--- config.mk ---
export PLATFORM = sky130hd
export DESIGN_NAME = grid_stream_loader
export DESIGN_NICKNAME = d
export VERILOG_FILES = /design/src/rtl/grid_stream_loader.sv
export SDC_FILE = /design/constraint.sdc
export NUM_CORES = 1
export LEC_CHECK = 0
export BUFFER_PORTS_ARGS = -buffer_cell sky130_fd_sc_hd__buf_2
export CAP_MARGIN = 20
export CORE_MARGIN = 10
export CORE_UTILIZATION = 45
export DETAILED_ROUTE_END_ITERATION = 8
export HOLD_SLACK_MARGIN = 0.08
export PLACE_DENSITY = 0.67
export SLEW_MARGIN = 10
export SYNTH_ARGS = -nofsm -noshare
export SYNTH_HDL_FRONTEND = slang
export SYNTH_SLANG_ARGS = --single-unit
--- constraint.sdc ---
create_clock -name clk -period 3.3 [get_ports clk]
set_input_delay 0.33 -clock clk [delete_from_list [all_inputs] [get_ports clk]]
set_output_delay 0.33 -clock clk [all_outputs]
set_load 0.005 [all_outputs]
--- src/rtl/grid_stream_loader.sv ---
// rtl/grid_stream_loader.sv - decodes an '@'/'.' byte stream into a DEPTH x WIDTH occupancy grid
// Holds the finished grid until grid_ack; clr or reset abandon it.
module grid_stream_loader #(
  parameter int WIDTH = 16,
  parameter int DEPTH = 16
) (
  input  logic                                  clk,
  input  logic                                  rst_n,
  input  logic                                  clr,
  input  logic                                  in_valid,
  input  logic [7:0]                            in_data,
  output logic                                  in_ready,
  output logic [WIDTH*DEPTH-1:0]                grid_out,
  output logic                                  grid_valid,
  input  logic                                  grid_ack,
  output logic [$clog2(WIDTH*DEPTH+1)-1:0]      rolls_total,
  output logic                                  err
);

  localparam int CELLS = WIDTH * DEPTH;
  localparam int CW    = $clog2(WIDTH + 1);
  localparam int RW    = (DEPTH > 1) ? $clog2(DEPTH) : 1;
  localparam int IW    = (CELLS > 1) ? $clog2(CELLS) : 1;
  localparam int TW    = $clog2(CELLS + 1);

  localparam logic [1:0] ST_LOAD = 2'd0;
  localparam logic [1:0] ST_DONE = 2'd1;
  localparam logic [1:0] ST_ERR  = 2'd2;

  localparam logic [CW-1:0] COL_FULL = CW'(WIDTH);
  localparam logic [RW-1:0] ROW_LAST = RW'(DEPTH - 1);
  localparam logic [IW-1:0] ROW_STEP = IW'(WIDTH);

  localparam logic [7:0] CH_ROLL  = 8'h40;
  localparam logic [7:0] CH_EMPTY = 8'h2E;
  localparam logic [7:0] CH_CR    = 8'h0D;
  localparam logic [7:0] CH_LF    = 8'h0A;

  logic [1:0]       state, state_n;
  logic [RW-1:0]    row, row_n;
  logic [CW-1:0]    col, col_n;
  logic [CELLS-1:0] grid_n;
  logic [TW-1:0]    total_n;
  logic [IW-1:0]    idx;

  assign in_ready   = (state == ST_LOAD);
  assign grid_valid = (state == ST_DONE);
  assign err        = (state == ST_ERR);

  // Row-major cell position; only used while col < WIDTH.
  assign idx = IW'(row) * ROW_STEP + IW'(col);

  always_comb begin
    state_n = state;
    row_n   = row;
    col_n   = col;
    grid_n  = grid_out;
    total_n = rolls_total;
    if (clr || (state == ST_DONE && grid_ack)) begin
      state_n = ST_LOAD;
      row_n   = '0;
      col_n   = '0;
      grid_n  = '0;
      total_n = '0;
    end else if (state == ST_LOAD && in_valid) begin
      case (in_data)
        CH_ROLL, CH_EMPTY: begin
          if (col == COL_FULL) begin
            state_n = ST_ERR;
          end else begin
            grid_n[idx] = (in_data == CH_ROLL);
            col_n       = col + 1'b1;
            if (in_data == CH_ROLL) total_n = rolls_total + 1'b1;
          end
        end
        CH_CR: ;
        CH_LF: begin
          if (col == COL_FULL) begin
            col_n = '0;
            if (row == ROW_LAST) begin
              row_n   = '0;
              state_n = ST_DONE;
            end else begin
              row_n = row + 1'b1;
            end
          end else if (col != '0) begin
            state_n = ST_ERR;
          end
        end
        default: state_n = ST_ERR;
      endcase
    end
  end

  always_ff @(posedge clk or negedge rst_n) begin
    if (!rst_n) begin
      state       <= ST_LOAD;
      row         <= '0;
      col         <= '0;
      grid_out    <= '0;
      rolls_total <= '0;
    end else begin
      state       <= state_n;
      row         <= row_n;
      col         <= col_n;
      grid_out    <= grid_n;
      rolls_total <= total_n;
    end
  end

endmodule

==> results of run 1 <==
==> worst reg2reg max path, stage by stage (launching register included) <==
cell and delay, ns:
dfrtp_1 0.44, inv_1 0.09, ha_1 0.21, and4bb_2 0.29, or4_4 0.54, nor2_4 0.25
nand2_2 0.49, o31ai_1 0.46
==> path summary, 6_finish.rpt <==
| check | startpoint | endpoint | slack, ns | cells past startpoint |
|---|---|---|---|---|
| setup / recovery | col[0]$_DFFE_PN0P_ | grid_out[174]$_DFFE_PN0P_ | 0.42 | 7 |
| hold / removal | in_data[4] | rolls_total[1]$_DFFE_PN0P_ | 0.26 | 5 |
| setup reg to reg | col[0]$_DFFE_PN0P_ | grid_out[174]$_DFFE_PN0P_ | 0.42 | 7 |
| hold reg to reg | grid_out[65]$_DFFE_PN0P_ | grid_out[65]$_DFFE_PN0P_ | 0.52 | 1 |
| max in group asynchronous | rst_n | grid_out[66]$_DFFE_PN0P_ | 1.85 | 3 |
| min in group asynchronous | rst_n | rolls_total[5]$_DFFE_PN0P_ | 0.41 | 2 |
==> through the flow <==
step	setup slack (ns)	instances	instance area [um2]	hold slack, ns
floorplan	0.8860	1219	12930	0.03441
global placement	0.4898	1802	14780	0.4205
detailed placement	0.3870	1802	14780	0.4149
CTS	0.4526	1854	15690	0.2462
global route	0.2060	1855	15700	0.2664
finish	0.4199	1855	15700	0.2585
==> synthesized netlist by cell type (3+ instances only) <==
master,count
nor4_4,5
buf_1,5
o21ai_0,64
a21oi_1,5
or3_1,7
o21a_1,4
o311ai_0,44
ha_1,9
inv_1,3
or3b_2,3
nand2_1,122
a32o_1,158
xnor2_1,4
xor2_1,7
nor3_1,4
o32ai_1,4
clkbuf_2,3
and2_1,6
and3_1,13
nand2b_1,9
buf_2,24
nor2_1,58
nor2b_1,9
nand3_1,126
dfrtp_1,276
buf_6,6
nand4_1,10
o311ai_1,20
o211ai_1,26
nor2_2,12
o22ai_1,11
clkbuf_1,92
o21ai_1,25
o31ai_1,6
==> registers in the layout (all words and copies together) (netlist names) <==
signal / cells
col: 5
row: 4
grid_out: 256
state: 2
rolls_total: 9
==> routing by layer <==
layer | routed length (um) | up-vias | part of all wire, %
met1 | 19480 | 6097 | 40
li1 | - | 5188 | -
met3 | 5399 | 77 | 11
met2 | 22100 | 686 | 46
met5 | 0 | - | 0
met4 | 1252 | 0 | 2.6
==> cell families (layout without fill, tap and decap cells) <==
kind of cell / after synthesis / after routing / synth area share [%]
adders and majority gates: 9 / 9 / 0.8709
muxes: 2 / 2 / 0.1548
xor gates and xnor gates: 11 / 11 / 0.7451
buffers and inverters: 133 / 391 / 4.471
and+or+nand+nor: 408 / 408 / 16.28
AOI/OAI and AO/OA: 380 / 380 / 24.07
DFF: 276 / 276 / 53.42
==> power by group through the flow <==
stage	clock network (uW)	registers, uW	logic [uW]
after floorplan	0	3450	70.4
after global placement	0	3450	184
after detailed placement	0	3450	184
after CTS	3180	3390	185
after global routing	3330	3390	203
final	3140	3390	183
==> layout make-up <==
class	count	area share, %
Timing Repair Buffer	337	12.09
Multi-Input combinational cell	810	35.14
Inverter	3	0.07171
Clock inverter	10	0.5338
Clock buffer	41	5.163
Tap cell	378	3.012
Sequential cell	276	43.98
==> timing repair <==
item                                    in CTS  in global routing
hold buffers                                 1                  0
endpoints found under the hold margin       91                  0
setup buffers                                0                  0
endpoints found under the setup margin       0                  0
==> summary.md, run 1 <==
| Metric | Value |
|---|---|
| Run status | `complete, no violations` |
| Root buf cell | `clkbuf_16` |
| Net count, final | `1479` |
| Mapped Area | `12930 um2` |
| Global Route Usage Sum | `25.67%` |
| Layout Skew | `0.009336 ns` |
| Sequential fraction of the synthesis area | `53.42%` |
| Met1 usage | `34.57%` |
| WL per Instance | `26.00 um` |
| Most frequent cells in the layout | `279 x buf_2, 276 x dfrtp_1, 158 x a32o_1, 126 x nand3_1, 122 x nand2_1` |
| PostCTS Resize Cnt | `0` |
| Total number of yosys warnings | `0` |
| Max-slew headroom | `39.55%` |
| Die extent in x | `189.5 um` |
| Pwr Total | `6714 uW` |
| Cell count after synthesis | `1219` |
| Top Usage Layer GRT | `met2` |
| Slowest stage cell, crit path | `or4_4` |
| Clk Latency, worst-skew pair | `0.55 ns` |
| Data arrival, critical path | `3.31 ns` |
| Vias in the first global route | `11730` |
| Syn nets | `1241` |
| DR vias/cell | `6.495` |
| I/O Buffers | `280` |
| CP Cell Sequence | `inv_1 -> ha_1 -> and4bb_2 -> or4_4 -> nor2_4 -> nand2_2 -> o31ai_1` |
| Grt met3 use | `7.902%` |
| Switching share of power | `22.57%` |
| RSZ-0062 raised after global routing | `no` |
| Clock buffer depth | `3` |
| Ports | `281` |
| Diode count | `0` |
| Leak Pwr | `0.007225 uW` |
| Crit path buf inv count | `1` |
| FMAX | `347.2 MHz` |
| Register share of total power | `50.5%` |
| Final setup TNS | `0 ns` |
| Worst Setup Start Kind | `register` |
| Crit Path Max Fanout | `37` |
| FF/Latch Area | `6907 um2` |
| Grt total ovfl | `0` |
| Min Tclk post-route | `2.880 ns` |
| Crit path capture type | `register` |
| Fin. Hold Viols | `0` |
| CTS Sinks | `276` |
| Most common cell after layout, fill and taps aside | `buf_2` |
| Worst min-delay path class | `primary input to register` |
| 1st-pass router iterations | `5` |
| Met2 Use GR | `39.26%` |
| Initial antenna violation count | `0` |
| CTS tree | `yes` |
| TritonCTS Buffers | `29` |
| Post-synth ARST share | `100.0%` |
| Slew Viols, Final | `0` |
| Max_cap viols | `0` |
| Critical setup path kind | `register to register` |
| Yosys top cell area share | `53.42%` |
| Largest net degree at the start of global routing | `164` |
| Power per Cell Area | `427.6 nW/um2` |
| Share of cells above drive strength 1 | `28.37%` |
| Max incr delay on CP | `0.54 ns` |
| Core footprint | `28090 um2` |
| Setup violators final | `0` |
| DP HPWL | `31.92 mm` |
| Fillers | `2544` |
| Area contributors post-synth | `dfrtp_1 53%, a32o_1 12%, nand3_1 4.9%, nand2_1 3.5%, o311ai_0 3.0%` |
| Top FF cell, synth | `dfrtp_1` |
| Chip Height | `189.5 um` |
| CP required | `3.73 ns` |
| Comb power frac | `2.7%` |
| H-tree level count | `1` |
| Util after Layout | `55.91%` |
| Worst VDD drop | `0.3120 mV` |
| FP Rows | `61` |
| EDFF count, synth | `0` |
| WL final | `48.23 mm` |
| Top cell type by total area after synthesis | `dfrtp_1` |
| Flops & latches, synth | `276` |
| Reg clk slew, reported paths | `0.06 ns` |
| Die ar. | `35910 um2` |
| Multi-input logic area | `5519 um2` |
| Yosys cell types | `62` |
| Worst-Margin Slew | `0.9037 ns` |
| Clk pwr share | `46.8%` |
| Detail Route Antenna Nets | `0` |
| Synth-to-Final Area Change | `21.45%` |
| Gpl congestion | `0.8484` |
| Avg Cell Area, Syn | `10.61 um2` |
| CP delay by family, top | `simple AND/OR/NAND/NOR gates` |
| NetSw | `1515 uW` |
| Final period util | `87.28%` |
| Internal power | `5199 uW` |
| Starting Density | `46.04%` |
| DR vias | `12050` |
| DRT iter0 DRCs | `1544` |
| # DRC | `0` |
| First-pass GRT wire length | `73.46 mm` |
No activity file was read; power rests on OpenSTA's default activity.
==> inputs of run 2 (changes only) <==
--- a/config.mk
+++ b/config.mk
@@ -12,5 +12,5 @@
 export DETAILED_ROUTE_END_ITERATION = 8
 export HOLD_SLACK_MARGIN = 0.08
-export PLACE_DENSITY = 0.67
+export PLACE_DENSITY = 0.68
 export SLEW_MARGIN = 10
 export SYNTH_ARGS = -nofsm -noshare
==> constraint.sdc (replaced) <==
create_clock -name clk -period 3.3 [get_ports clk]
set_input_delay 0.66 -clock clk [delete_from_list [all_inputs] [get_ports clk]]
set_output_delay 0.66 -clock clk [all_outputs]
set_load 0.005 [all_outputs]
==> summary.md, run 2 (synthesis results as in run 1) <==
| Metric | Value |
|---|---|
| First-pass GRT wire length | `75.44 mm` |
| # DRC | `0` |
| Clk pwr share | `48.5%` |
| FF-to-FF End | `grid_out[220]$_DFFE_PN0P_` |
| Post-cts hold buffer count | `0` |
| Root buf cell | `clkbuf_16` |
| CP startpoint | `col[4]$_DFFE_PN0P_` |
| Chip Height | `189.5 um` |
| Leak Pwr | `0.007350 uW` |
| WL final | `48.85 mm` |
| Multi-input logic area | `5512 um2` |
| Synth-to-Final Area Change | `23.38%` |
| Die extent in x | `189.5 um` |
| Switching share of power | `22.39%` |
| Clock buffer depth | `3` |
| RSZ-0062 raised after global routing | `no` |
| Initial antenna violation count | `0` |
| Worst-Margin Slew | `0.8624 ns` |
| H-tree level count | `1` |
| Vias in the first global route | `12050` |
| NetSw | `1555 uW` |
| Worst min-delay path class | `primary input to async pin` |
| Worst setup path end | `grid_out[220]$_DFFE_PN0P_` |
| Internal reg-to-reg setup slack | `0.49 ns` |
| Most frequent cells in the layout | `279 x buf_2, 276 x dfrtp_1, 158 x a32o_1, 126 x nand3_1, 122 x nand2_1` |
| Grt met3 use | `7.479%` |
| Largest net degree at the start of global routing | `106` |
| FMAX | `355.7 MHz` |
| Setup violators final | `0` |
| Net count, final | `1493` |
| Share of cells above drive strength 1 | `29.22%` |
| Internal power | `5391 uW` |
| Max_cap viols | `0` |
| WL per Instance | `26.13 um` |
| Ports | `281` |
| Data arrival, critical path | `3.26 ns` |
| Comb power frac | `2.7%` |
| Slew Viols, Final | `0` |
| Largest registers | `grid_out (256), rolls_total (9), col (5)` |
| Final period util | `85.19%` |
| Reg clk slew, reported paths | `0.06 ns` |
| Register share of total power | `48.8%` |
| Worst Setup Start Kind | `register` |
| Top Usage Layer GRT | `met2` |
| Run status | `complete, no violations` |
| Reg2reg path depth | `7` |
| Core footprint | `28090 um2` |
| DR vias/cell | `6.503` |
| Largest register by flop count | `grid_out` |
| I/O Buffers | `280` |
| Worst VDD drop | `0.3140 mV` |
| Final setup TNS | `0 ns` |
| CTS tree | `yes` |
| Power per Cell Area | `435.4 nW/um2` |
| Clk Latency, worst-skew pair | `0.57 ns` |
| Worst reg2reg startpoint | `col[4]$_DFFE_PN0P_` |
| CP required | `3.74 ns` |
| Diode count | `0` |
| TritonCTS Buffers | `31` |
| FP Rows | `61` |
| Util after Layout | `56.80%` |
| Detail Route Antenna Nets | `0` |
| Fillers | `2536` |
| Critical setup path kind | `register to register` |
| FF/Latch Area | `6907 um2` |
| DP HPWL | `32.88 mm` |
| Layout Skew | `0.01184 ns` |
| Met1 usage | `35.98%` |
| PostCTS Resize Cnt | `0` |
| Min Tclk post-route | `2.811 ns` |
| DR vias | `12160` |
| Max-slew headroom | `42.31%` |
| Met2 Use GR | `40.35%` |
| Grt total ovfl | `0` |
| Crit path capture type | `register` |
| Crit Path Max Fanout | `25` |
| Global Route Usage Sum | `26.34%` |
| Postcts setup bufs | `0` |
| Number of flip-flops in the largest register | `256` |
| Fin. Hold Viols | `0` |
| Starting Density | `46.04%` |
| CTS Sinks | `276` |
| Die ar. | `35910 um2` |
| 1st-pass router iterations | `6` |
| DRT iter0 DRCs | `1504` |
| Gpl congestion | `0.8761` |
| Most common cell after layout, fill and taps aside | `buf_2` |
[run 2: cell types whose count changed in the layout (fill, tap and decap cells not counted), sizes merged]
cell         previous run  this run
buf                   336       349
clkbuf                 41        46
clkinv                  6         5
clkinvlp                2         1
dlygate4sd3             1         0
[run 2: metal layers]
| metal | routed length, um | vias up |
|---|---|---|
| li1 | - | 5223 |
| met1 | 20070 | 6119 |
| met2 | 22300 | 736 |
| met3 | 5398 | 83 |
| met4 | 1094 | 0 |
| met5 | 0 | - |
[run 2: layout make-up]
class / instances / share of cell area [%]
Clock inverter: 8 / 0.4471
Tap cell: 378 / 2.965
Inverter: 3 / 0.07059
Multi-Input combinational cell: 810 / 34.55
Sequential cell: 276 / 43.29
Clock buffer: 46 / 5.718
Timing Repair Buffer: 349 / 12.96
[run 2: per-stage QoR]
step                instances  total power [uW]  hold WS, ns  worst slack (ns)  area, um2
finish                   1870              6946       0.1040            0.4888      15950
CTS                      1870              6986       0.1251            0.5076      15950
detailed placement       1816              3640       0.5058            0.2409      14970
global route             1870              7152       0.1426            0.2840      15950
floorplan                1219              3520       0.3644            0.6155      12930
global placement         1816              3639       0.4998            0.2764      14970
[run 2: worst min-delay path by stage]
stage                                       endpoint                      start  cells after the start
after detailed placement    grid_out[80]$_DFFE_PN0P_   grid_out[80]$_DFFE_PN0P_                      1
final                     rolls_total[6]$_DFFE_PN0P_                      rst_n                      1
after floorplan                   col[0]$_DFFE_PN0P_                      rst_n                      0
after global placement     grid_out[102]$_DFFE_PN0P_  grid_out[102]$_DFFE_PN0P_                      1
after CTS                 rolls_total[6]$_DFFE_PN0P_                      rst_n                      1
after global routing      rolls_total[6]$_DFFE_PN0P_                      rst_n                      1
[run 2: critical path, cell delays in order, from the launching register on]
cell	delay (ns)
dfrtp_1	0.47
ha_1	0.32
a21boi_1	0.54
nor2_1	0.25
o21ai_4	0.46
buf_12	0.24
nand3_1	0.09
a32o_1	0.31
[run 2: power groups by stage]
stage | sequential, uW | clock, uW | combinational [uW]
floorplan | 3450 | 0 | 70.4
global placement | 3450 | 0 | 189
detailed placement | 3450 | 0 | 190
CTS | 3390 | 3410 | 190
global route | 3390 | 3560 | 208
finish | 3390 | 3370 | 188
==> inputs of run 3 (changes only) <==
CTS_BUF_LIST = sky130_fd_sc_hd__clkbuf_8 sky130_fd_sc_hd__clkbuf_16   (was default)
==> summary.md, run 3 (synthesis results as in run 1) <==
| Metric | Value |
|---|---|
| Run status | `complete, no violations` |
| Pwr Total | `6936 uW` |
| Postcts setup bufs | `0` |
| FP Rows | `61` |
| Crit path capture type | `register` |
| Final setup TNS | `0 ns` |
| FMAX | `353.8 MHz` |
| H-tree level count | `1` |
| Number of flip-flops in the largest register | `256` |
| Slowest stage cell, crit path | `a21boi_1` |
| Setup violators final | `0` |
| Worst min-delay path class | `primary input to async pin` |
| Initial antenna violation count | `0` |
| Area post-placement | `14970 um2` |
| Synth-to-Final Area Change | `23.38%` |
| Most common cell after layout, fill and taps aside | `buf_2` |
| DR vias | `12130` |
| Setup WS post-layout | `0.4737 ns` |
| Post-cts hold buffer count | `0` |
| Worst VDD drop | `0.3184 mV` |
| Min Tclk post-route | `2.826 ns` |
| Die extent in x | `189.5 um` |
| WL final | `48.83 mm` |
| Core footprint | `28090 um2` |
| Largest register by flop count | `grid_out` |
| Most frequent cells in the layout | `279 x buf_2, 276 x dfrtp_1, 158 x a32o_1, 126 x nand3_1, 122 x nand2_1` |
| Reg clk slew, reported paths | `0.06 ns` |
| FF-to-FF End | `grid_out[220]$_DFFE_PN0P_` |
| Vias in the first global route | `12050` |
| Data arrival, critical path | `3.27 ns` |
| Max-slew headroom | `41.14%` |
| Share of cells above drive strength 1 | `29.22%` |
| I/O Buffers | `280` |
| Fin. Hold Viols | `0` |
| Crit Path Max Fanout | `25` |
| CP Cell Sequence | `ha_1 -> a21boi_1 -> nor2_1 -> o21ai_4 -> buf_12 -> nand3_1 -> a32o_1` |
| Worst slack, placed | `0.2409 ns` |
| Met2 Use GR | `40.36%` |
| Power per Cell Area | `434.8 nW/um2` |
| Worst Setup Start Kind | `register` |
| Multi-input logic area | `5512 um2` |
| DR vias/cell | `6.486` |
| Worst reg2reg startpoint | `col[4]$_DFFE_PN0P_` |
| Die ar. | `35910 um2` |
| Grt met3 use | `7.479%` |
| Root buf cell | `clkbuf_16` |
| DP HPWL | `32.88 mm` |
| DRT iter0 DRCs | `1510` |
| Clock buffer depth | `3` |
| Worst-Margin Slew | `0.8828 ns` |
| TritonCTS Buffers | `31` |
| Critical setup path kind | `register to register` |
| Internal reg-to-reg setup slack | `0.47 ns` |
| Layout Skew | `0.01573 ns` |
| 1st-pass router iterations | `6` |
| # DRC | `0` |
| Global Route Usage Sum | `26.34%` |
| Ports | `281` |
| Slew Viols, Final | `0` |
| Reg2reg path depth | `7` |
| FF/Latch Area | `6907 um2` |
| Gpl congestion | `0.8761` |
| Max_cap viols | `0` |
| First-pass GRT wire length | `75.42 mm` |
| CTS tree | `yes` |
| Clk Latency, worst-skew pair | `0.57 ns` |
| Final Cell Area | `15950 um2` |
| Grt total ovfl | `0` |
| Largest registers | `grid_out (256), rolls_total (9), col (5)` |
| Starting Density | `46.04%` |
| PostCTS Resize Cnt | `0` |
| Fillers | `2536` |
| Final period util | `85.64%` |
| Net count, final | `1493` |
| WL per Instance | `26.11 um` |
| Leak Pwr | `0.007379 uW` |
| CP required | `3.74 ns` |
| Largest net degree at the start of global routing | `106` |
| Diode count | `0` |
| RSZ-0062 raised after global routing | `no` |
| Chip Height | `189.5 um` |
| Met1 usage | `35.94%` |
| Max incr delay on CP | `0.54 ns` |
| CTS Sinks | `276` |
| Detail Route Antenna Nets | `0` |
| Top Usage Layer GRT | `met2` |
[run 3: routing by layer]
metal / up-vias / wire (um)
met3: 98 / 5527
met2: 739 / 22240
met1: 6075 / 19900
met5: - / 0
met4: 0 / 1161
li1: 5217 / -
[run 3: worst max-delay path: cells and delay by family (launching register included)]
kind	cells	cell delay, ns
buffers and inverters	1	0.24
AND/OR/NAND/NOR	2	0.35
flip-flops	1	0.47
AO/OA/AOI/OAI	3	1.31
adder cells (fa/ha/maj)	1	0.32
[run 3: how the worst max path moves through the flow]
stage          slack, ns                         to          startpoint
3_3_place_gp        0.28  grid_out[252]$_DFFE_PN0P_          in_data[2]
5_1_grt             0.28  grid_out[175]$_DFFE_PN0P_  col[4]$_DFFE_PN0P_
2_1_floorplan       0.62   grid_out[68]$_DFFE_PN0P_          in_data[2]
4_1_cts             0.51  grid_out[220]$_DFFE_PN0P_  col[4]$_DFFE_PN0P_
3_5_place_dp        0.24  grid_out[254]$_DFFE_PN0P_          in_data[2]
6_report            0.47  grid_out[220]$_DFFE_PN0P_  col[4]$_DFFE_PN0P_
[run 3: stage by stage]
step / hold slack [ns] / std cells / utilization [%]
after detailed placement: 0.5058 / 1816 / 53.30
after CTS: 0.1251 / 1870 / 56.80
after global routing: 0.1426 / 1870 / 56.80
final: 0.1055 / 1870 / 56.80
after global placement: 0.4998 / 1816 / 53.30
after floorplan: 0.3644 / 1219 / -
[run 3: power breakdown]
| group | internal (uW) | total, uW | leakage [uW] | switching, uW |
|---|---|---|---|---|
| logic | 36.4 | 188 | 0.00301 | 152 |
| clock network | 1950 | 3360 | 0.000515 | 1410 |
| registers | 3390 | 3390 | 0.00386 | 2.56 |
[run 3: cell type report]
class                      count  share of cell area (%)
sequential                   276                   43.29
multi-input combinational    810                   34.55
timing repair buffer         349                   12.96
clock buffer                  39                   5.553
tap                          378                   2.965
clock inverter                15                  0.6118
inverter                       3                 0.07059
